### config.mk
export PLATFORM = sky130hd
export DESIGN_NAME = seq_mul16
export DESIGN_NICKNAME = d
export VERILOG_FILES = /design/src/rtl/seq_mul16.sv
export SDC_FILE = /design/constraint.sdc
export NUM_CORES = 1
export LEC_CHECK = 0
export BUFFER_PORTS_ARGS = -buffer_cell sky130_fd_sc_hd__buf_2
export CAP_MARGIN = 40
export CORE_ASPECT_RATIO = 0.75
export CORE_UTILIZATION = 36
export DETAILED_ROUTE_END_ITERATION = 10
export MAX_ROUTING_LAYER = met4
export PLACE_DENSITY = 0.69
export SLEW_MARGIN = 20
export SYNTH_ARGS = -nofsm -noshare
export SYNTH_HDL_FRONTEND = slang
export SYNTH_SLANG_ARGS = --single-unit
### constraint.sdc
create_clock -name clk -period 2.3 [get_ports clk]
set_input_delay 0.345 -clock clk [delete_from_list [all_inputs] [get_ports clk]]
set_output_delay 0.345 -clock clk [all_outputs]
set_load 0.05 [all_outputs]
### src/rtl/seq_mul16.sv
// Sequential 16x16 signed radix-2 Booth multiplier driving an external adder.
// Optional SEQ_MUL16_OVFL_EN flags products that do not fit in 16-bit signed.
module seq_mul16 (
    input  logic        clk,
    input  logic        rst_n,
    input  logic        start,
    input  logic [15:0] a,
    input  logic [15:0] b,
    output logic [15:0] add_a,
    output logic [15:0] add_b,
    output logic        add_sub,
    input  logic [15:0] add_s,
    input  logic        add_ovfl,
    output logic        busy,
    output logic        done,
    output logic [31:0] product,
    output logic        ovfl
);

    localparam logic [1:0] S_IDLE = 2'd0;
    localparam logic [1:0] S_RUN  = 2'd1;
    localparam logic [1:0] S_DONE = 2'd2;

    logic [1:0]  state_q, state_d;
    logic [15:0] m_q, m_d;
    logic [15:0] acc_q, acc_d;
    logic [15:0] q_q, q_d;
    logic        qm1_q, qm1_d;
    logic [3:0]  cnt_q, cnt_d;
    logic [31:0] prod_q, prod_d;

    logic [1:0]  booth_pair;
    logic        do_op;
    logic [15:0] sum_w;
    logic        top_w;

    assign booth_pair = {q_q[0], qm1_q};
    assign do_op      = booth_pair[1] ^ booth_pair[0];
    assign sum_w      = do_op ? add_s : acc_q;
    // Overflow-corrected sign keeps the shifted accumulator exact for M = -32768.
    assign top_w      = do_op ? (add_s[15] ^ add_ovfl) : acc_q[15];

    assign add_a   = acc_q;
    assign add_b   = m_q;
    assign add_sub = (state_q == S_RUN) && (booth_pair == 2'b10);
    assign busy    = (state_q == S_RUN);
    assign done    = (state_q == S_DONE);
    assign product = prod_q;

    always_comb begin
        state_d = state_q;
        m_d     = m_q;
        acc_d   = acc_q;
        q_d     = q_q;
        qm1_d   = qm1_q;
        cnt_d   = cnt_q;
        prod_d  = prod_q;
        case (state_q)
            S_IDLE, S_DONE: begin
                if (start) begin
                    m_d     = a;
                    acc_d   = '0;
                    q_d     = b;
                    qm1_d   = 1'b0;
                    cnt_d   = '0;
                    state_d = S_RUN;
                end else if (state_q == S_DONE) begin
                    state_d = S_IDLE;
                end
            end
            S_RUN: begin
                acc_d = {top_w, sum_w[15:1]};
                q_d   = {sum_w[0], q_q[15:1]};
                qm1_d = q_q[0];
                cnt_d = cnt_q + 4'd1;
                if (cnt_q == 4'd15) begin
                    state_d = S_DONE;
                    prod_d  = {acc_d, q_d};
                end
            end
            default: state_d = S_IDLE;
        endcase
    end

    always_ff @(posedge clk or negedge rst_n) begin
        if (!rst_n) begin
            state_q <= S_IDLE;
            m_q     <= '0;
            acc_q   <= '0;
            q_q     <= '0;
            qm1_q   <= 1'b0;
            cnt_q   <= '0;
            prod_q  <= '0;
        end else begin
            state_q <= state_d;
            m_q     <= m_d;
            acc_q   <= acc_d;
            q_q     <= q_d;
            qm1_q   <= qm1_d;
            cnt_q   <= cnt_d;
            prod_q  <= prod_d;
        end
    end

`ifdef SEQ_MUL16_OVFL_EN
    logic ovfl_q;

    always_ff @(posedge clk or negedge rst_n) begin
        if (!rst_n) begin
            ovfl_q <= 1'b0;
        end else if (state_q == S_RUN && state_d == S_DONE) begin
            ovfl_q <= !((&prod_d[31:15]) || !(|prod_d[31:15]));
        end
    end

    assign ovfl = ovfl_q;
`else
    assign ovfl = 1'b0;
`endif

endmodule

# Word level (Yosys, flattened, before mapping)
# Cells that the tools add are included.
[word_totals]
reg_bits = 87
output_inout_bits = 68
word_cells = 39
[op_classes]
add_sub_neg = 1
n_eq_ne = 7
n_mux = 14
bitwise = 2
n_reduce_logical = 8
[ops]
columns = ["operator", "count"]
rows = [
  ["one-hot mux 16 bit (2 select lines)", 2],
  ["two-way mux 16 bit", 3],
  ["one-hot mux 4 bit (2 select lines)", 1],
  ["AND reduction 2 bit", 4],
  ["two-way mux 2 bit", 3],
  ["adder 4 x 1 -> 4 bit (second input constant)", 1],
  ["equality test 2 bit (second input constant)", 2],
  ["equality test 4 bit (second input constant)", 1],
  ["two-way mux 4 bit", 1],
  ["one-hot mux 2 bit (2 select lines)", 1],
  ["!= test 3 bit (second input constant)", 1],
  ["equality test 2 x 1 -> 1 bit (second input constant)", 1],
  ["logical NOT 2 bit", 1],
  ["two-way mux 1 bit", 2],
  ["!= test 2 x 1 -> 1 bit (second input constant)", 1],
  ["!= test 2 bit (second input constant)", 1],
  ["one-hot mux 1 bit (2 select lines)", 1],
  ["nonzero test 2 bit", 1],
  ["OR reduction 2 bit", 1],
  ["XOR 1 bit", 2],
  ["logical AND 1 bit", 1],
]

# Longest topological paths before layout
[depth]
depth_word = 4
depth_mapped = 6
ltp_nobuf = 5

# Worst setup path before layout
# Ideal clock, no wire load.
[synth_path]
path_kind = "flip-flop to output port"
start = "register state_q[1]"
end = "output port add_sub"
arrival_time_ns = 1.612
slack_ns = 0.343
stages_incl_launch_ff = 6
cell_sequence = "dfrtp_1 > nand2b_2 > inv_2 > buf_2 > buf_2 > and2_1"
[synth_via]
elab_chain_cells = 2
[synth_lines]
columns = ["element", "line", "rtl"]
rows = [
  ["start: declaration", "24", "logic [1:0] state_q, state_d;"],
  ["start signal: assignment", "95", "state_q <= state_d;"],
  ["equality test 2 x 1 -> 1 bit", "--", ""],
  ["via busy", "14", "output logic busy,"],
  ["logical AND 1 bit", "45", "assign add_sub = (state_q == S_RUN) && (booth_pair == 2'b10);"],
  ["end: declaration", "11", "output logic add_sub,"],
]
# The timed path passes the listed nets, and every way through them passes these cells.

# Final worst setup path
[layout_path]
start = "register state_q[1]"
end = "output port add_sub"
[layout_via]
elab_chain_cells = 2
[layout_lines]
columns = ["element", "line"]
rows = [
  ["equality test 2 x 1 -> 1 bit", "45"],
  ["logical AND 1 bit", "45"],
]
# No other way between the ends.

==> flow_metrics.env <==
export IMPL_n_antenna_cell=0
export IMPL_finalHoldViolCount=0
export IMPL_grt_pass1_wl_mm=14.0
export IMPL_start_kind="flop"
export IMPL_ys_ff_latch=87
export IMPL_cp_slowest_stage_delay_ns=0.37
export IMPL_viasPerCell=4.79
export IMPL_die_x_um=120
export IMPL_wire_per_inst_um=15.5
export IMPL_grt_pass1_vias=2646
export IMPL_core_area_um2=9890
export IMPL_crit_buf_inv=3
export IMPL_via_count=2640
export IMPL_h_tree_depth=3
export IMPL_numCtsBuffers=9
export IMPL_drive_gt1_share_pct=46.3
export IMPL_critPathKind="reg2out"
export IMPL_drtIter0Drc=98
export IMPL_outcome="finished clean"
export IMPL_yosysSeqAreaShare_pct=57.9
export IMPL_clk_path_buf_depth=2
export IMPL_synth_warning_count=0
export IMPL_drc=0
export IMPL_arrival_ns=1.52
export IMPL_postCtsSetupBuffers=0
export IMPL_synthTopCellsByCount="dfrtp_1 (87), nand2_1 (66), mux2_4 (29), mux2_2 (19), a22o_1 (17)"
export IMPL_async_flop_share_pct=100
export IMPL_max_cap_viol_count=0
export IMPL_overflow=0
export IMPL_finalClockSkew_ns=0.00444
export IMPL_antenna_found_initial=0
export IMPL_synthFlopType="dfrtp_1"
export IMPL_cp_cell_sequence="nand2b_2 -> inv_2 -> buf_4 -> and2_1 -> buf_2"
export IMPL_worst_pin_slew_ns=0.817
export IMPL_post_dp_hpwl_mm=5.66
export IMPL_report_final_slew_viol_count=0
export IMPL_synth_area_um2=3760
export IMPL_synthCells=298
export IMPL_clkLatencyLatePin_ns=0.33
export IMPL_syn_nets=352
export IMPL_grt_max_degree=73
export IMPL_io_pins=120
export IMPL_required_ns=1.96
export IMPL_rows=31
export IMPL_end_kind="output pin"
export IMPL_rsz0062_at_grt="false"
export IMPL_clkTransAtPathRegs_ns=0.06
export IMPL_synth_edf_count=0
export IMPL_fin_crit_ns=1.86
export IMPL_synth_distinct_cells=29
export IMPL_max_freq_mhz=537
export IMPL_synthTopCellsByArea="dfrtp_1 (58%), mux2_4 (12%), nand2_1 (6.6%)"
export IMPL_start_util_pct=38.0
export IMPL_clock_root_buffer="clkbuf_16"
export IMPL_cp_top_family="buffers and inverters"
export IMPL_slew_headroom_pct=45.5
export IMPL_die_y_um=90.5
export IMPL_setup_viol=0
export IMPL_avgSynthCellArea_um2=12.6
export IMPL_synth_most_common_cell="dfrtp_1"
export IMPL_grt_total_usage_pct=17.2
export IMPL_dr_pass1_iters=4
export IMPL_clock_sinks=87
export IMPL_slowest_stage="dfrtp_1"
export IMPL_period_share_pct=81.0
export IMPL_cts_tree="built"
export IMPL_cts_resized=0
export IMPL_area_delta_synth_final_pct=27.1
export IMPL_gp_congestion=0.751
export IMPL_post_synth_top_area_fraction_pct=57.9
export IMPL_hold_class="in2reg"
export IMPL_tns_ns=0
export IMPL_ant_nets=0
export IMPL_io_buffers=118
export IMPL_finalNetCount=468
export IMPL_worstPathMaxFanout=11
export IMPL_dieArea_um2=10900
export IMPL_routed_wl_mm=8.54
export IMPL_yosysTopAreaCell="dfrtp_1"
-- cell type report --
| cell class | instances | area, µm² |
|---|---|---|
| clock buffers | 12 | 256 |
| clock inverters | 4 | 76.3 |
| fillers | 921 | 5110 |
| inverters | 4 | 15.0 |
| multi-input cells | 185 | 1420 |
| flip-flops and latches | 87 | 2180 |
| well taps | 132 | 165 |
| repair buffers | 127 | 676 |
-- layer usage --
| metal | vias to the layer above | GRT usage, % | part of all wire [%] |
|---|---|---|---|
| li1 | 1260 | - | - |
| met1 | 1293 | 23.9 | 49 |
| met2 | 78 | 24.3 | 44 |
| met3 | 9 | 4.67 | 5.8 |
| met4 | 0 | 5.00 | 1.1 |
| met5 | - | - | 0 |
-- logic make-up (layout without fill, tap and decap cells) --
| kind of cell | after synthesis | in the layout | synth area share [%] |
|---|---|---|---|
| xor gates and xnor gates | 1 | 1 | 0.233 |
| AOI/OAI and AO/OA | 38 | 38 | 7.98 |
| adders and majority gates | 2 | 2 | 0.665 |
| DFF | 87 | 87 | 57.9 |
| and+or+nand+nor | 92 | 92 | 10.5 |
| buffers and inverters | 26 | 147 | 4.59 |
| other | 1 | 1 | 0.0997 |
| muxes | 51 | 51 | 18.1 |
-- timing repair --
item / CTS / global route
endpoints found under the setup margin: 0 / 0
hold endpoints to repair: 15 / 0
hold buffers: 1 / 0
-- per-stage QoR --
step / cells / instance area [µm²] / worst slack [ns] / utilization (%) / hold slack (ns)
global placement: 534 / 4440 / 0.500 / 44.9 / 0.215
finish: 551 / 4780 / 0.436 / 48.3 / 0.197
global route: 551 / 4780 / 0.352 / 48.3 / 0.193
floorplan: 298 / 3760 / 0.343 / - / 0.0494
CTS: 551 / 4780 / 0.420 / 48.3 / 0.184
detailed placement: 534 / 4440 / 0.448 / 44.9 / 0.214
-- flip-flops by register name (all words and copies together) (netlist names) --
signal,cells
add_a,16
add_b,16
cnt_q,4
product,32
q_q,16
qm1_q,1
state_q,2
-- worst paths after layout --
check                      startpoint     endpoint  slack [ns]  cells past startpoint
setup / recovery           state_q[1]      add_sub        0.44                      5
hold / removal                  a[13]    add_b[13]        0.20                      3
setup reg to reg               q_q[0]  product[22]        0.44                      4
hold reg to reg             add_b[11]    add_b[11]        0.47                      2
max in group asynchronous       rst_n       q_q[2]        1.23                      3
min in group asynchronous       rst_n  product[18]        0.41                      2
-- worst register-to-register path: cells and delay by family, from the launching register on --
kind,cells,cell delay (ns)
muxes,2,0.64
adders and majority gates,1,0.43
DFF,1,0.40
buffers and inverters,1,0.28
-- placed cells by master, fill, tap and decap left out, drive strengths merged, types with 3 or more instances in the layout --
cell type | netlist | final
mux2i | 3 | 3
buf | 15 | 126
a22oi | 15 | 15
nand3 | 16 | 16
inv | 4 | 5
nand2 | 66 | 66
mux2 | 48 | 48
o21ai | 4 | 4
dfrtp | 87 | 87
clkbuf | 7 | 12
a22o | 17 | 17
Power is left out: the tool's default activity adds up to more than one toggle a clock period on the data nets, which glitch-free logic cannot reach.
